## config.mk

```make
export PLATFORM = sky130hd
export DESIGN_NAME = snes_pad_shifter
export DESIGN_NICKNAME = d
export VERILOG_FILES = /design/src/rtl/snes_pad_shifter.sv
export SDC_FILE = /design/constraint.sdc
export NUM_CORES = 1
export LEC_CHECK = 0
export CAP_MARGIN = 20
export CORE_MARGIN = 2
export CORE_UTILIZATION = 35
export DETAILED_ROUTE_END_ITERATION = 10
export PLACE_DENSITY_LB_ADDON = 0.08
export SYNTH_ARGS = -nofsm -noshare
export SYNTH_HDL_FRONTEND = slang
export SYNTH_SLANG_ARGS = --single-unit
```

## constraint.sdc

```tcl
create_clock -name sys_clk -period 2.5 [get_ports sys_clk]
set_input_delay 0.5 -clock sys_clk [delete_from_list [all_inputs] [get_ports sys_clk]]
set_output_delay 0.5 -clock sys_clk [all_outputs]
set_load 0.02 [all_outputs]
```

## src/rtl/snes_pad_shifter.sv

```systemverilog
// SNES controller-port serialiser: synchronises the console latch/clock pins,
// pops one button frame per latch from a small FIFO and shifts it out active-low.
module snes_pad_shifter #(
  parameter int FIFO_DEPTH = 4,
  parameter int BITS       = 16
) (
  input  logic                          sys_clk,
  input  logic                          reset,
  input  logic                          snes_lat,
  input  logic                          snes_clk,
  input  logic [BITS-1:0]               frame_data,
  input  logic                          frame_valid,
  output logic                          frame_ready,
  output logic                          snes_dat,
  output logic [$clog2(FIFO_DEPTH):0]   fifo_level,
  output logic [15:0]                   latch_count,
  output logic                          underflow
);

  localparam int PW = $clog2(FIFO_DEPTH);
  localparam int LW = PW + 1;
  localparam int IW = $clog2(BITS) + 1;

  typedef enum logic [1:0] {IDLE, LATCHED, SHIFT, DONE} state_t;

  state_t            state_q, state_d;
  logic [2:0]        lat_sync_q, lat_sync_d;
  logic [2:0]        clk_sync_q, clk_sync_d;
  logic [BITS-1:0]   shift_q, shift_d;
  logic [IW-1:0]     idx_q, idx_d;
  logic [15:0]       cnt_q, cnt_d;
  logic              uf_q, uf_d;
  logic [PW-1:0]     rd_ptr_q, rd_ptr_d;
  logic [PW-1:0]     wr_ptr_q, wr_ptr_d;
  logic [LW-1:0]     level_q, level_d;
  logic [BITS-1:0]   mem_q [FIFO_DEPTH];

  logic lat_rise, lat_fall, clk_rise, push, pop;

  // Bits [1:0] are the synchroniser, bit 2 holds the previous synchronised level.
  assign lat_rise = lat_sync_q[1] & ~lat_sync_q[2];
  assign lat_fall = ~lat_sync_q[1] & lat_sync_q[2];
  assign clk_rise = clk_sync_q[1] & ~clk_sync_q[2];

  assign frame_ready = (level_q < LW'(FIFO_DEPTH));
  assign push        = frame_valid && frame_ready;
  assign pop         = lat_rise && (level_q != '0);

  always_comb begin
    lat_sync_d = {lat_sync_q[1:0], snes_lat};
    clk_sync_d = {clk_sync_q[1:0], snes_clk};
    state_d    = state_q;
    shift_d    = shift_q;
    idx_d      = idx_q;
    cnt_d      = cnt_q;
    uf_d       = 1'b0;
    rd_ptr_d   = pop  ? rd_ptr_q + 1'b1 : rd_ptr_q;
    wr_ptr_d   = push ? wr_ptr_q + 1'b1 : wr_ptr_q;
    level_d    = level_q + LW'(push) - LW'(pop);

    if (lat_rise) begin
      // A new latch always wins, even mid-shift; an empty FIFO shifts all zeros.
      shift_d = pop ? mem_q[rd_ptr_q] : '0;
      uf_d    = ~pop;
      cnt_d   = cnt_q + 16'd1;
      idx_d   = '0;
      state_d = LATCHED;
    end else begin
      case (state_q)
        LATCHED: if (lat_fall) state_d = SHIFT;
        SHIFT: begin
          if (clk_rise) begin
            idx_d   = idx_q + 1'b1;
            shift_d = shift_q << 1;
            if (idx_d == IW'(BITS)) state_d = DONE;
          end
        end
        default: ;
      endcase
    end
  end

  always_comb begin
    case (state_q)
      LATCHED, SHIFT: snes_dat = ~shift_q[BITS-1];
      DONE:           snes_dat = 1'b0;
      default:        snes_dat = 1'b1;
    endcase
  end

  always_ff @(posedge sys_clk) begin
    if (reset) begin
      state_q    <= IDLE;
      lat_sync_q <= '0;
      clk_sync_q <= '1;
      shift_q    <= '0;
      idx_q      <= '0;
      cnt_q      <= '0;
      uf_q       <= 1'b0;
      rd_ptr_q   <= '0;
      wr_ptr_q   <= '0;
      level_q    <= '0;
    end else begin
      state_q    <= state_d;
      lat_sync_q <= lat_sync_d;
      clk_sync_q <= clk_sync_d;
      shift_q    <= shift_d;
      idx_q      <= idx_d;
      cnt_q      <= cnt_d;
      uf_q       <= uf_d;
      rd_ptr_q   <= rd_ptr_d;
      wr_ptr_q   <= wr_ptr_d;
      level_q    <= level_d;
    end
  end

  // Storage needs no reset; the pointers and level define what is valid.
  always_ff @(posedge sys_clk) begin
    if (push) mem_q[wr_ptr_q] <= frame_data;
  end

  assign fifo_level  = level_q;
  assign latch_count = cnt_q;
  assign underflow   = uf_q;

endmodule

```

Yosys cells after proc, flatten, opt, wreduce, memory -nomap -nowiden --
Memories as Yosys holds them, arrays and structs flattened. A register that Yosys moved wholly into a read port is not among the register bits. Cells that the tools add are included.
Storage, ports and cells: input bits 21, bits in writable memories 64, output and inout port bits 22, memories 1, word-level logic and storage cells 66, register bits 53
Memories:
- mem_q | words 4, width 16, rd ports 1, clocked after Yosys merged registers in 1, write ports 1, RTL line 36 | logic [BITS-1:0] mem_q [FIFO_DEPTH];
Operators by class: equality and inequality tests 10, order comparisons 1, bitwise operators 9, reduce and logical (&&, ||, !) cells 14, add/subtract/negate cells 6, multiplexer cells 14
Operator list (number):
- two-way mux 16 bit | 4
- adder 16 x 1 -> 16 bit, second input constant | 1
- two-way mux 2 bit | 5
- != test 3 bit, second input constant | 3
- AND reduction 4 bit | 2
- != test 2 bit, second input constant | 3
- inverter 1 bit | 6
- nonzero test 2 bit | 3
- nonzero test 3 bit | 2
- OR reduction 2 bit | 3
- adder 5 x 1 -> 5 bit, second input constant | 1
- == test 5 bit, second input constant | 1
- adder 2 x 1 -> 2 bit, second input constant | 2
- == test 2 bit, second input constant | 2
- one-hot mux 2 bit (2 select lines) | 1
- AND reduction 2 bit | 2
- adder 3 x 1 -> 3 bit | 1
- bitwise AND 1 bit | 3
- less-than comparator 3 bit, second input constant | 1
- two-way mux 1 bit | 3
- subtractor 3 x 1 -> 3 bit | 1
- == test 2 x 1 -> 1 bit, second input constant | 1
- logical AND 1 bit | 2
- one-hot mux 1 bit (2 select lines) | 1

Longest topological paths before layout --
Gate-level depths: netlist (run 1).
word-level depth 6, gate-level depth with buffers 12, gate-level depth less buffers 10

Worst setup path after synthesis (run 1) --
Ideal clock, no wire load.
path kind register to register, from reg lat_sync_q[2], to reg level_q[2], in the netlist fifo_level[2], path slack 0.297 ns, path buffers 2, period minus slack after synthesis 2.203 ns, data required time 2.372 ns, stages on the path, launching flop included 13, library setup time 0.128 ns, arrival 2.075 ns, cell sequence dfxtp_1 inv_1 ha_1 buf_2 o31a_1 clkbuf_1 xor2_1 ha_1 inv_1 fa_1 xnor2_1 xnor2_1 nor2_1
On the way: cells in the longest elaborated chain, start to end 4
RTL lines:
- from (decl) | RTL line 27 | logic [2:0] lat_sync_q, lat_sync_d;
- from (signal assigned) | RTL line 105 | lat_sync_q <= lat_sync_d;
- inverter 1 bit | RTL line 41 | assign lat_rise = lat_sync_q[1] & ~lat_sync_q[2];
- bitwise AND 1 bit | RTL line 41
- named net lat_rise | RTL line 38 | logic lat_rise, lat_fall, clk_rise, push, pop;
- logical AND 1 bit | RTL line 47 | assign pop = lat_rise && (level_q != '0);
- subtractor 3 x 1 -> 3 bit | RTL line 59 | level_d = level_q + LW'(push) - LW'(pop);
- to (signal assigned) | RTL line 113 | level_q <= level_d;
- to (decl) | RTL line 35 | logic [LW-1:0] level_q, level_d;
The timed path passes the listed nets, and every way through them passes these cells. A chain may end at the register's enable or synchronous reset.

Final worst setup path (run 1) --
from reg state_q[0], to out snes_dat
On the way: cells in the longest elaborated chain, start to end 3, elaborated cells on any way between the ends 5, classes of those cells eq/ne (3); mux (1); reduce/logical (1)
RTL lines:
- from (decl) | RTL line 26 | state_t state_q, state_d;
- from (signal assigned) | RTL line 104 | state_q <= state_d;
- == test 2 x 1 -> 1 bit or == test 2 bit (tied branches) | RTL line 84 | case (state_q)
- OR reduction 2 bit | RTL line 84
- one-hot mux 1 bit (2 select lines) * | RTL line 84
- to (decl) | RTL line 14 | output logic snes_dat,
Mark *: on every way between the ends. The rest lies on a longest branch, timed or not.

==> impl_metrics.tcl, run 1 <==
set metrics [dict create \
    place.gp.congestion 0.692 \
    vias_per_cell 4.80 \
    dr_total_vias 2916 \
    power.density_mw_per_mm2 917 \
    wl_met3_um 426 \
    min_period_over_period_pct 88.4 \
    drt_iter0_drc 139 \
    dieWidth_um 122 \
    synth_top_area_cell "edfxtp_1" \
    start_util_pct 35.4 \
    drive_gt1_share_pct 15.0 \
    multi_input_area_sq_mm 0.00171 \
    ff_latch_area_sq_mm 0.00302 \
    clk_path_buf_depth 2 \
    maxCapViolCount 0 \
    hold_viol 0 \
    finClkSkew_ns 0.00485 \
    worstSkewPairLatency_ns 0.41 \
    tritoncts "yes" \
    tns_ns 0 \
    async_flop_share_pct 0 \
    dp.cells 575 \
    arrival_ns 1.71 \
    ys_warn_count 0 \
    wl_met2_mm 4.49 \
    syn_area_sq_mm 0.00488 \
    place_ws_ns 0.0898 \
    drc 0 \
    syn_to_final_growth_pct 27.1 \
    grt_pass1_wl_mm 15.7 \
    drt_pass1_iterations 4 \
    num-nets-final 449 \
    instances_no_fill 607 \
    antenna_found_initial 0 \
    grt.total_usage_pct 14.2 \
    syn_inst 361 \
    die_area_sq_mm 0.0149 \
    clk_pin_slew_ns 0.05 \
    slew_violations 0 \
    tightest_slew_ns 0.476 \
    grt_pass1_vias 2963 \
    rows 43 \
    grt_max_degree 26 \
    cellLeakagePower_nw 2.26 \
    crit_fanout 5 \
    finalCoreUtilization_pct 45.0 \
    core_sq_mm 0.0138 \
    fillers 1241 \
    hpwlAfterDp_mm 5.93 \
    synth_cell_types 47 \
    totalWireLength_mm 9.40 \
    cp.required_ns 2.00 \
    syn_avg_cell_area_sq_um 13.5 \
    design_area_sq_mm 0.00620 \
    crit_type "register to output port" \
    synth_edf_count 64 \
    synth_ff_type "edfxtp_1" \
    cts.sink_count 119 \
    ios 43 \
    endpoint_kind "output port" \
    dpl_cell_area_sq_mm 0.00553 \
    final_common_cell "edfxtp_1" \
    avgRoutedWirePerCell_um 15.5 \
    portBuffers 42 \
    ys_seq_elements 119 \
    cts_buffers 17 \
    grt_overflow 0 \
    yosys-top-cells-area "edfxtp_1 39%, dfxtp_1 23%, mux4_2 5.1%" \
    cts-root-buf "clkbuf_16" \
    synth_top_area_share_pct 39.4 \
    fin_ws_ns 0.291 \
    ys_seq_area_share_pct 62.0 \
    h-tree-depth 4 \
    fmax_mhz 453 \
    die_y_um 122 \
    met1Wirelength_mm 4.34 \
    final_cell_mix "64 x edfxtp_1, 55 x dfxtp_1, 53 x nor2_1, 40 x clkdlybuf4s50_1, 17 x clkbuf_16" \
    finalCriticalPeriod_ns 2.21 \
    min_path_type "register to register" \
    startpoint_type "register" \
    top_layer "met4" \
    diodes 0 \
    relSlewSlack_pct 68.1 \
    vdd.ir_drop.worst_v 0.000426 \
    postRouteAntennaNets 0 \
    setup_violations 0 \
    status "complete, no violations" \
    grt_setup_unrepaired "no" \
    synth_fp_nets 396 \
]
## through the flow
stage	total power [W]	hold slack [ns]
finish	0.00568	0.420
floorplan	0.00276	0.389
global placement	0.00304	0.402
CTS	0.00577	0.428
detailed placement	0.00304	0.409
global route	0.00593	0.443
## cell usage after synthesis, types with 2 or more instances
library cell,number
a2bb2oi_1,15
and2_1,6
xnor2_1,8
or2_2,4
dfxtp_1,55
a21oi_1,4
nand2_1,8
mux4_1,5
a311oi_1,2
edfxtp_1,64
inv_1,10
ha_1,13
and4_1,4
a31oi_1,2
nand2b_1,3
buf_6,2
nand3_1,3
clkbuf_1,8
buf_2,7
o21ai_0,3
and3_1,2
nor2_1,53
mux2i_1,10
nor3_1,7
nand4_1,8
or3_1,2
mux4_2,11
xor2_1,14
buf_1,2
nor4_1,2
nor2b_1,8
## worst paths after layout
path,from,endpoint,depth (start not counted),slack [ns]
min reg2reg,clk_sync_q[0],clk_sync_q[1],1,0.42
min,clk_sync_q[0],clk_sync_q[1],1,0.42
max reg2reg,lat_sync_q[2],fifo_level[2],10,0.53
max,state_q[0],snes_dat,4,0.29
## critical path: stages, from the launching register on
cell and delay (ns):
dfxtp_1 0.40, inv_1 0.08, ha_1 0.30, mux2i_1 0.18
dlygate4sd2_1 0.35
## area by class of cell
class                   instances  area share (%)
flip-flops and latches        119            48.8
multi-input cells             211            27.6
repair buffers                 55            8.66
clock buffers                  21            7.59
well taps                     180            3.63
clock inverters                11            3.15
inverters                      10           0.606
## logic make-up (layout without fill, tap and decap cells)
kind of cell / Yosys count / in the layout / share of synthesized area, %
adder cells (fa/ha/maj): 14 / 14 / 3.74
buffers and inverters: 31 / 97 / 2.98
XOR/XNOR: 22 / 22 / 3.95
AO/OA/AOI/OAI: 31 / 31 / 4.95
flip-flops: 119 / 119 / 62.0
multiplexers: 27 / 27 / 10.1
AND/OR/NAND/NOR: 117 / 117 / 12.3
## state kept, by name, summed over array words and instances, names as in the netlist, named ones only
| name | cells |
|---|---|
| clk_sync_q | 3 |
| fifo_level | 3 |
| idx_q | 5 |
| lat_sync_q | 3 |
| latch_count | 16 |
| mem_q | 64 |
| rd_ptr_q | 2 |
| shift_q | 16 |
| state_q | 2 |
| underflow | 1 |
| wr_ptr_q | 2 |
## routing by layer
layer	global-route usage [%]	up-vias
met4	5.60	0
li1	-	1430
met5	0	-
met1	18.1	1420
met3	4.78	16
met2	22.5	50
## power by group
part / total [W] / switching, W / internal, W
Clock: 0.00270 / 0.000852 / 0.00185
Combinational: 0.000662 / 0.000345 / 0.000318
Sequential: 0.00232 / 0.0000777 / 0.00224
Total: 0.00568 / 0.00127 / 0.00441
## repair_timing
action	4_1_cts	5_1_grt
endpoints found under the setup margin	1	0
buffers inserted	0	0
hold buffers	0	0
resized for setup	1	0
Power figures use the tool's default switching activity.
==> run 2: changes to the inputs <==
--- a/config.mk
+++ b/config.mk
@@ -6,7 +6,6 @@
 export NUM_CORES = 1
 export LEC_CHECK = 0
 export CAP_MARGIN = 20
-export CORE_MARGIN = 2
 export CORE_UTILIZATION = 35
 export DETAILED_ROUTE_END_ITERATION = 10
 export PLACE_DENSITY_LB_ADDON = 0.08
==> impl_metrics.tcl, run 2 (synthesized netlist as in run 1, its figures left out) <==
set metrics [dict create \
    status "complete, no violations" \
    h-tree-depth 4 \
    portBuffers 42 \
    final_cell_mix "64 x edfxtp_1, 55 x dfxtp_1, 53 x nor2_1, 40 x clkdlybuf4s50_1, 17 x clkbuf_16" \
    clk_path_buf_depth 2 \
    dr_total_vias 2883 \
    maxCapViolCount 0 \
    hold_viol 0 \
    post_cts_buffers 0 \
    die_y_um 120 \
    instances_no_fill 600 \
    met1Wirelength_mm 4.62 \
    grt_pass1_vias 2881 \
    core_sq_mm 0.0134 \
    place.gp.congestion 0.725 \
    largest_reg_flops 64 \
    crit_type "register to output port" \
    postRouteAntennaNets 0 \
    ctsHoldBuffers 0 \
    slew_violations 0 \
    cp.required_ns 2.00 \
    endpoint_kind "output port" \
    cts_buffers 17 \
    finClkSkew_ns 0.00649 \
    grt_max_degree 37 \
    hpwlAfterDp_mm 5.78 \
    tightest_slew_ns 0.696 \
    diodes 0 \
    wl_met2_mm 4.27 \
    die_area_sq_mm 0.0144 \
    cts-root-buf "clkbuf_16" \
    top_register "mem_q" \
    setup_violations 0 \
    grt_pass1_wl_mm 15.5 \
    grt.total_usage_pct 14.9 \
    grt_setup_unrepaired "no" \
    arrival_ns 1.69 \
    startpoint_type "register" \
    vdd.ir_drop.worst_v 0.000593 \
    ios 43 \
    cellLeakagePower_nw 2.21 \
    finalCriticalPeriod_ns 2.19 \
    min_path_type "register to register" \
    drt_pass1_iterations 4 \
    worstSkewPairLatency_ns 0.41 \
    avgRoutedWirePerCell_um 15.8 \
    drt_iter0_drc 183 \
    num-nets-final 446 \
    rows 42 \
    grt_overflow 0 \
    antenna_found_initial 0 \
    crit_fanout 5 \
    min_period_over_period_pct 87.6 \
    drive_gt1_share_pct 13.4 \
    final_common_cell "edfxtp_1" \
    vias_per_cell 4.81 \
    dp.cells 568 \
    totalWireLength_mm 9.46 \
    start_util_pct 36.4 \
    dieWidth_um 120 \
    fmax_mhz 457 \
    syn_to_final_growth_pct 24.6 \
    finalCoreUtilization_pct 45.4 \
    tns_ns 0 \
    clk_pin_slew_ns 0.05 \
    drc 0 \
    cts.sink_count 119 \
    relSlewSlack_pct 53.6 \
    top_layer "met4" \
    tritoncts "yes" \
    power.density_mw_per_mm2 855 \
    wl_met3_um 365 \
]
## run 2: area by class of cell
cell class,instances,area [sq um]
multi-input cells,211,1710
clock buffers,22,454
flip-flops and latches,119,3020
fillers,1259,7320
inverters,10,37.5
clock inverters,10,82.6
repair buffers,52,552
well taps,176,220
## run 2: final timing paths
path	start	end	slack (ns)	cells after the start
setup reg to reg	lat_sync_q[2]	fifo_level[2]	0.46	9
setup / recovery	state_q[0]	snes_dat	0.31	4
hold reg to reg	lat_sync_q[0]	lat_sync_q[1]	0.44	1
hold / removal	lat_sync_q[0]	lat_sync_q[1]	0.44	1
## run 2: critical path, stage by stage, from the launching register on
cell           delay, ns
dfxtp_1             0.40
inv_1               0.08
ha_1                0.29
mux2i_1             0.17
dlygate4sd2_1       0.34
## run 2: per-layer routing
| metal | global-route usage, % | vias up |
|---|---|---|
| li1 | - | 1423 |
| met1 | 18.8 | 1387 |
| met2 | 22.1 | 58 |
| met3 | 5.70 | 15 |
| met4 | 7.50 | 0 |
| met5 | 0 | - |
## run 2: where the power goes
part	internal, W	switching [W]	total [W]
logic	0.000330	0.000351	0.000681
clock network	0.00138	0.000819	0.00220
registers	0.00225	0.0000759	0.00232
total	0.00395	0.00125	0.00520
## run 2: repair_timing
action                                  CTS  global route
endpoints found under the hold margin     0             0
endpoints found under the setup margin    1             0
resized for setup                         1             0
## run 2: stage by stage
stage	power, W	instance area (sq um)	setup WS, ns	hold slack [ns]
2_1_floorplan	0.00276	4880	0.297	0.389
3_3_place_gp	0.00305	5540	0.0662	0.439
3_5_place_dp	0.00306	5540	0.0389	0.418
4_1_cts	0.00529	6080	0.275	0.441
5_1_grt	0.00545	6080	0.176	0.461
6_report	0.00520	6080	0.310	0.437
==> run 3: changes to the inputs <==
--- a/config.mk
+++ b/config.mk
@@ -5,7 +5,7 @@
 export SDC_FILE = /design/constraint.sdc
 export NUM_CORES = 1
 export LEC_CHECK = 0
-export CAP_MARGIN = 20
+export CAP_MARGIN = 25
 export CORE_UTILIZATION = 35
 export DETAILED_ROUTE_END_ITERATION = 10
 export PLACE_DENSITY_LB_ADDON = 0.08
==> results of run 3 <==
Same layout as run 2: the final DEF is identical, and so are final timing and power.
